[src/rtl/button_bank.sv]
// Multi-channel active-low push-button front end: sync, debounce, press/release/long pulses.
// Define BUTTON_BANK_REPEAT_EN to build the per-channel auto-repeat counters.

module button_bank_lane #(
    parameter int DEBOUNCE_CYCLES = 500000,
    parameter int LONG_CYCLES     = 50000000,
    parameter int REPEAT_CYCLES   = 10000000
) (
    input  logic CLK,
    input  logic RESET,
    input  logic button,
    output logic pressed,
    output logic press_pulse,
    output logic release_pulse,
    output logic long_pulse,
    output logic repeat_pulse,
    output logic press_evt
);
    localparam int DW = $clog2(DEBOUNCE_CYCLES + 1);
    localparam int HW = $clog2(LONG_CYCLES + 1);
    localparam logic [DW-1:0] DB_LAST   = DW'(DEBOUNCE_CYCLES - 1);
    localparam logic [HW-1:0] LONG_MAX  = HW'(LONG_CYCLES);
    localparam logic [HW-1:0] LONG_LAST = HW'(LONG_CYCLES - 1);

    typedef enum logic [1:0] {IDLE, PRESS_CHK, HELD, REL_CHK} state_t;

    state_t        state, state_nxt;
    logic [DW-1:0] cnt, cnt_nxt;
    logic [HW-1:0] hold_cnt, hold_nxt;
    logic [1:0]    sync_pipe;
    logic          s, held, rel_evt, long_evt;

    // Sync flops idle high so reset looks like a released button.
    always_ff @(posedge CLK or posedge RESET) begin
        if (RESET) sync_pipe <= 2'b11;
        else       sync_pipe <= {sync_pipe[0], button};
    end
    assign s    = sync_pipe[1];
    assign held = (state == HELD) || (state == REL_CHK);

    always_comb begin
        state_nxt = state;
        cnt_nxt   = cnt;
        press_evt = 1'b0;
        rel_evt   = 1'b0;
        case (state)
            IDLE: begin
                cnt_nxt = '0;
                if (!s) begin
                    if (DEBOUNCE_CYCLES == 1) begin
                        state_nxt = HELD;
                        press_evt = 1'b1;
                    end else begin
                        state_nxt = PRESS_CHK;
                        cnt_nxt   = DW'(1);
                    end
                end
            end
            PRESS_CHK: begin
                if (s) begin
                    state_nxt = IDLE;
                    cnt_nxt   = '0;
                end else if (cnt == DB_LAST) begin
                    state_nxt = HELD;
                    cnt_nxt   = '0;
                    press_evt = 1'b1;
                end else begin
                    cnt_nxt = cnt + DW'(1);
                end
            end
            HELD: begin
                cnt_nxt = '0;
                if (s) begin
                    if (DEBOUNCE_CYCLES == 1) begin
                        state_nxt = IDLE;
                        rel_evt   = 1'b1;
                    end else begin
                        state_nxt = REL_CHK;
                        cnt_nxt   = DW'(1);
                    end
                end
            end
            REL_CHK: begin
                if (!s) begin
                    state_nxt = HELD;
                    cnt_nxt   = '0;
                end else if (cnt == DB_LAST) begin
                    state_nxt = IDLE;
                    cnt_nxt   = '0;
                    rel_evt   = 1'b1;
                end else begin
                    cnt_nxt = cnt + DW'(1);
                end
            end
            default: begin
                state_nxt = IDLE;
                cnt_nxt   = '0;
            end
        endcase

        // Hold age restarts on every fresh press and parks at LONG_CYCLES.
        hold_nxt = '0;
        if (held) hold_nxt = (hold_cnt == LONG_MAX) ? hold_cnt : hold_cnt + HW'(1);
        long_evt = held && (hold_cnt == LONG_LAST);
    end

    always_ff @(posedge CLK or posedge RESET) begin
        if (RESET) begin
            state         <= IDLE;
            cnt           <= '0;
            hold_cnt      <= '0;
            pressed       <= 1'b0;
            press_pulse   <= 1'b0;
            release_pulse <= 1'b0;
            long_pulse    <= 1'b0;
        end else begin
            state         <= state_nxt;
            cnt           <= cnt_nxt;
            hold_cnt      <= hold_nxt;
            pressed       <= (state_nxt == HELD) || (state_nxt == REL_CHK);
            press_pulse   <= press_evt;
            release_pulse <= rel_evt;
            long_pulse    <= long_evt;
        end
    end

`ifdef BUTTON_BANK_REPEAT_EN
    localparam int RW = $clog2(REPEAT_CYCLES + 1);
    localparam logic [RW-1:0] REP_LAST = RW'(REPEAT_CYCLES - 1);

    logic [RW-1:0] rep_cnt, rep_nxt;
    logic          rep_evt;

    // Repeat phase runs only once the hold age has saturated.
    always_comb begin
        rep_nxt = '0;
        rep_evt = 1'b0;
        if (held && hold_cnt == LONG_MAX) begin
            if (rep_cnt == REP_LAST) rep_evt = 1'b1;
            else                     rep_nxt = rep_cnt + RW'(1);
        end
    end

    always_ff @(posedge CLK or posedge RESET) begin
        if (RESET) begin
            rep_cnt      <= '0;
            repeat_pulse <= 1'b0;
        end else begin
            rep_cnt      <= rep_nxt;
            repeat_pulse <= rep_evt;
        end
    end
`else
    assign repeat_pulse = 1'b0;
`endif
endmodule

module button_bank #(
    parameter int CHANNELS        = 4,
    parameter int DEBOUNCE_CYCLES = 500000,
    parameter int LONG_CYCLES     = 50000000,
    parameter int REPEAT_CYCLES   = 10000000
) (
    input  logic                CLK,
    input  logic                RESET,
    input  logic [CHANNELS-1:0] buttons,
    output logic [CHANNELS-1:0] pressed,
    output logic [CHANNELS-1:0] press_pulse,
    output logic [CHANNELS-1:0] release_pulse,
    output logic [CHANNELS-1:0] long_pulse,
    output logic [CHANNELS-1:0] repeat_pulse,
    output logic                any_press
);
    logic [CHANNELS-1:0] press_evt;

    for (genvar i = 0; i < CHANNELS; i++) begin : g_lane
        button_bank_lane #(
            .DEBOUNCE_CYCLES(DEBOUNCE_CYCLES),
            .LONG_CYCLES    (LONG_CYCLES),
            .REPEAT_CYCLES  (REPEAT_CYCLES)
        ) u_lane (
            .CLK          (CLK),
            .RESET        (RESET),
            .button       (buttons[i]),
            .pressed      (pressed[i]),
            .press_pulse  (press_pulse[i]),
            .release_pulse(release_pulse[i]),
            .long_pulse   (long_pulse[i]),
            .repeat_pulse (repeat_pulse[i]),
            .press_evt    (press_evt[i])
        );
    end

    // Built from the lanes' pre-register events so it lands with press_pulse.
    always_ff @(posedge CLK or posedge RESET) begin
        if (RESET) any_press <= 1'b0;
        else       any_press <= |press_evt;
    end
endmodule

[config.mk]
export PLATFORM = sky130hd
export DESIGN_NAME = button_bank
export DESIGN_NICKNAME = d
export VERILOG_FILES = /design/src/rtl/button_bank.sv
export SDC_FILE = /design/constraint.sdc
export NUM_CORES = 1
export LEC_CHECK = 0
export CAP_MARGIN = 40
export CELL_PAD_IN_SITES_DETAIL_PLACEMENT = 1
export CELL_PAD_IN_SITES_GLOBAL_PLACEMENT = 2
export CORE_UTILIZATION = 41
export CTS_CLUSTER_DIAMETER = 40
export DETAILED_ROUTE_END_ITERATION = 6
export PLACE_DENSITY = 0.78
export SLEW_MARGIN = 10
export SYNTH_ARGS = -nofsm -noshare
export SYNTH_HDL_FRONTEND = slang
export SYNTH_HIERARCHICAL = 1
export SYNTH_SLANG_ARGS = --single-unit
[constraint.sdc]
create_clock -name CLK -period 2.5 [get_ports CLK]
set_input_delay 0.25 -clock CLK [delete_from_list [all_inputs] [get_ports CLK]]
set_output_delay 0.25 -clock CLK [all_outputs]
set_load 0.02 [all_outputs]
Word level (Yosys, flattened, before mapping)
Index checks and enable logic that the tools add are counted.
{"block": "word_totals", "output_inout_bits": 21, "regBits": 213, "elab_cells": 174, "input_bits": 6}
{"block": "op_classes", "eq_ne": 36, "n_addsub": 8, "n_reduce_logical": 17, "n_mux": 80}
{"cell": "$pmux 19 s4", "n": 4}
{"cell": "$mux 19", "n": 12}
{"cell": "$eq 26x26->1 const B", "n": 8}
{"cell": "$mux 26", "n": 8}
{"cell": "$add 26x1->26 const B", "n": 4}
{"cell": "$add 19x1->19 const B", "n": 4}
{"cell": "$eq 19x19->1 const B", "n": 4}
{"cell": "$mux 2", "n": 24}
{"cell": "$eq 2x2->1 const B", "n": 16}
{"cell": "$pmux 2 s4", "n": 4}
{"cell": "$mux 1", "n": 28}
{"cell": "$eq 2x1->1 const B", "n": 4}
{"cell": "$logic_not 2->1", "n": 4}
{"cell": "$logic_or 1x1->1", "n": 8}
{"cell": "$ne 2x2->1 const B", "n": 4}
{"cell": "$logic_and 1x1->1", "n": 4}
{"cell": "$reduce_or 4->1", "n": 1}

Logic depth before layout (Yosys ltp)
{"block": "depth", "ltp_word": 6, "ltp_mapped": 7}

Modules after synthesis
The synthesis kept the hierarchy.
{"mod": "button_bank_lane (g_lane[0].u_lane ...)", "n_inst": 3, "cells_per_inst": 283, "area_each_um2": 2725.1, "seq_area_each_um2": 1328.8}
{"mod": "button_bank_lane (g_lane[3].u_lane)", "n_inst": 1, "cells_per_inst": 269, "area_each_um2": 2615.0, "seq_area_each_um2": 1303.8}
{"mod": "button_bank", "n_inst": 1, "cells_per_inst": 3, "area_each_um2": 36.3, "seq_area_each_um2": 25.0}

Least setup slack after synthesis
Ideal clock, no wire load.
{"block": "synth_path", "kind": "register to register", "start": "register g_lane[0].u_lane.cnt[6]", "end": "register any_press", "setup_time_ns": 0.064, "path_slack_ns": 0.568, "period_less_slack_ns": 1.932, "t_arrival_ns": 1.867, "path_stages_with_launch": 6, "path_cell_list": "dfrtp_1 > or4_4 > or4_4 > buf_6 > nor3_1 > or4_1"}
{"block": "synth_between", "elab_chain_cells": 5}
{"item": "start, declared", "line": "28", "text": "logic [DW-1:0] cnt, cnt_nxt;"}
{"item": "start signal, assigned", "line": "118", "text": "cnt <= cnt_nxt;"}
{"item": "$eq 19x19->1", "line": "63", "text": "end else if (cnt == DB_LAST) begin"}
{"item": "$mux 1", "line": "63"}
{"item": "$mux 1", "line": "60", "text": "if (s) begin"}
{"item": "$mux 1", "line": "46", "text": "case (state)"}
{"item": "via press_evt[0]", "line": "174", "text": "logic [CHANNELS-1:0] press_evt;"}
{"item": "$reduce_or 4->1", "line": "197", "text": "else any_press <= |press_evt;"}
{"item": "end signal, assigned", "line": "197"}
{"item": "end, declared", "line": "172", "text": "output logic any_press"}
The timed path passes the listed nets, and every way through them passes these cells.
A chain may end at the register's enable or synchronous reset.

Worst setup path in the final report
{"block": "layout_path", "start": "register g_lane[1].u_lane.cnt[6]", "end": "register any_press"}
{"block": "layout_between", "elab_chain_cells": 5}
{"item": "start, declared", "line": "28"}
{"item": "start signal, assigned", "line": "118"}
{"item": "$eq 19x19->1", "line": "63"}
{"item": "$mux 1", "line": "63"}
{"item": "$mux 1", "line": "60"}
{"item": "$mux 1", "line": "46"}
{"item": "via press_evt[1]", "line": "174"}
{"item": "$reduce_or 4->1", "line": "197"}
The timed path passes the listed nets, and every way through them passes these cells.

==> results_dict.tcl <==
set metrics [dict create \
    clock_sinks 212 \
    first_global_vias 8692 \
    yosys.area.top_type "dfrtp_1" \
    tightest_slew_ps 755 \
    grt_usage 0.199 \
    slew_violations 0 \
    cts_buffer_depth 3 \
    period_minus_slack_ps 2250 \
    final_util 0.495 \
    setup_viol 0 \
    ys_seq_area_frac 0.491 \
    skew_ps 22.7 \
    netlist_area_sq_um 10800 \
    dieArea_sq_um 27100 \
    seqCellArea_sq_um 5320 \
    hold_path.class "input pin to async pin" \
    arrival_ps 2710 \
    ant_nets 0 \
    synth_edf_count 0 \
    slowest_delay_ps 580 \
    drt-pass1-iter-count 4 \
    fin_area_sq_um 12900 \
    fillers 2855 \
    power_mw 9.22 \
    gp_congestion 0.770 \
    powerDensity_nw_per_um2 717 \
    antenna_found_initial 1 \
    wire_per_inst_um 16.7 \
    synth.distinct_cells 50 \
    clock-root-buffer "clkbuf_16" \
    holdWs_ps 123 \
    core_sq_um 26000 \
    clk_latency_ps 520 \
    initial_core_util 0.417 \
    grt_overflow_total 0 \
    cts.repair.resized 0 \
    timing.final.ws_setup_ps 255 \
    die_x_um 165 \
    via_count 8554 \
    drv_cap 0 \
    synth_area_leaders "dfrtp_1 (47%), nor2_1 (3.8%), xnor2_1 (3.8%)" \
    post-route-period-util 0.898 \
    crit_fanout 6 \
    rsz0062_at_grt "false" \
    final_hold_viol_count 0 \
    placed_cell_area_sq_um 11400 \
    h-tree-depth 2 \
    critPathMostFrequentCell "or4_4" \
    crit_chain "or4_4 > or4_4 > nor3_1 > or4_1" \
    fmax_ghz 0.445 \
    crit_buf_inv 0 \
    io_pins 27 \
    ys.flop_type "dfrtp_1" \
    synth_cells 1121 \
    grt_pass1_wl_mm 44.0 \
    nets 1186 \
    drtIter0Drc 367 \
    crit_family "simple AND/OR/NAND/NOR gates" \
    syn-num-nets 1139 \
    rows 59 \
    synth-warning-count 6 \
    areaGrowthSynthToFinish_pct 18.7 \
    async_flop_share 1.00 \
    ys_seq_elements 212 \
    wl_mm 25.6 \
    cts_tree "yes" \
    die_y_um 165 \
    tns_ps 0 \
    critPathKind "register to register" \
    dp.cells 1460 \
    final_common_cell "dfrtp_1" \
    setup.worst_path.start_class "register" \
    ir_worst_vdd_uv 784 \
    cts_hold_buffers 0 \
    required_ps 2960 \
    synth.top_cell.area_share 0.472 \
    drc_errors 0 \
    outcome "completed" \
    end_kind "register" \
    cts_buffers 41 \
    grt_max_degree 34 \
    drive_above_1_share 0.121 \
    leakagePower_nw 4.98 \
    multi_input_area_sq_um 5040 \
    vias_per_cell 5.57 \
    dpl_worst_slack_ps 313 \
    place_hpwl_mm 17.2 \
    cts_setup_buffers 0 \
    path_clk_slew_ps 50 \
    portBuffers 22 \
    syn_avg_cell_area_sq_um 9.66 \
    instances_no_fill 1536 \
    slowest_stage "or4_4" \
    max-slew-margin-rel 0.496 \
    mostFrequentLayoutCells "dfrtp_1 (204), nor2_1 (110), a21oi_1 (80)" \
]
[layer usage]
metal | GRT usage | wire [um] | part of all wire | up-vias
met2 | 0.312 | 11800 | 0.46 | 82
met1 | 0.277 | 12600 | 0.49 | 4267
met5 | 0 | 0 | 0 | -
li1 | - | - | - | 4163
met3 | 0.0344 | 657 | 0.026 | 42
met4 | 0.0663 | 566 | 0.022 | 0
[logic make-up (layout without fill, tap and decap cells)]
kind of cell,after synthesis,in the layout,share of synthesized area
AOI/OAI and AO/OA,169,169,0.0949
xor gates and xnor gates,93,93,0.0752
adders and majority gates,12,12,0.0139
buffers and inverters,102,181,0.0433
DFF,212,212,0.491
muxes,8,8,0.00740
other,4,5,0.00139
and+or+nand+nor,521,521,0.273
[flip-flops by register name, summed over array words and instances (netlist names)]
name                         count
g_lane.u_lane/hold_cnt         104
g_lane.u_lane/cnt               76
g_lane.u_lane/sync_pipe          8
g_lane.u_lane/state              7
g_lane.u_lane/long_pulse         4
g_lane.u_lane/press_pulse        4
g_lane.u_lane/pressed            4
g_lane.u_lane/release_pulse      4
any_press                        1
[area by class of cell]
type                            instances  area share
Multi-Input combinational cell        807       0.392
Timing Repair Buffer                   54      0.0368
Clock buffer                           47      0.0831
Inverter                               52      0.0152
Antenna cell                            1    0.000195
Tap cell                              335      0.0326
Clock inverter                         28      0.0263
Sequential cell                       212       0.414
[report_power, final]
group,internal (mW),switching [mW]
Combinational,0.0452,0.113
Clock,3.64,1.94
Sequential,3.46,0.0179
Total,7.15,2.07
[cells in the mapped netlist, types with 4 or more instances]
cell type and n:
dfrtp_1 204, nor2_1 110, a21oi_1 80, nand3_1 67
nand2_1 61, nand4_1 56, inv_1 48, xnor2_1 47
o21ai_0 46, xor2_1 46, or3_1 37, or4_1 33
o31ai_1 28, and3_1 25, and4_1 24, clkbuf_1 24
nor4_1 23, nor3_1 20, buf_2 12, ha_1 12
or4_4 9, and2_1 8, dfstp_2 8, mux2i_1 8
nor4b_1 8, buf_6 7, nor2b_1 6, or2_2 6
buf_4 4, clkinv_1 4, conb_1 4, nand2b_1 4
nand4b_1 4, nor3b_1 4
[final timing paths]
path / start / endpoint / slack, ps / cells after the start
min reg2reg: g_lane[0].u_lane/sync_pipe[0] / g_lane[0].u_lane/sync_pipe[1] / 360 / 0
max: g_lane[1].u_lane/cnt[6] / any_press / 250 / 4
max reg2reg: g_lane[1].u_lane/cnt[6] / any_press / 250 / 4
min in group CLK: buttons[3] / g_lane[3].u_lane/sync_pipe[0] / 150 / 1
max in group asynchronous: RESET / g_lane[0].u_lane/cnt[15] / 1410 / 3
min: RESET / any_press / 120 / 2
[worst register-to-register path, stage by stage, from the launching register on]
cell and delay [ps]:
dfrtp_1 440, or4_4 590, or4_4 550, nor3_1 400, or4_1 210
Power figures use the tool's default switching activity.
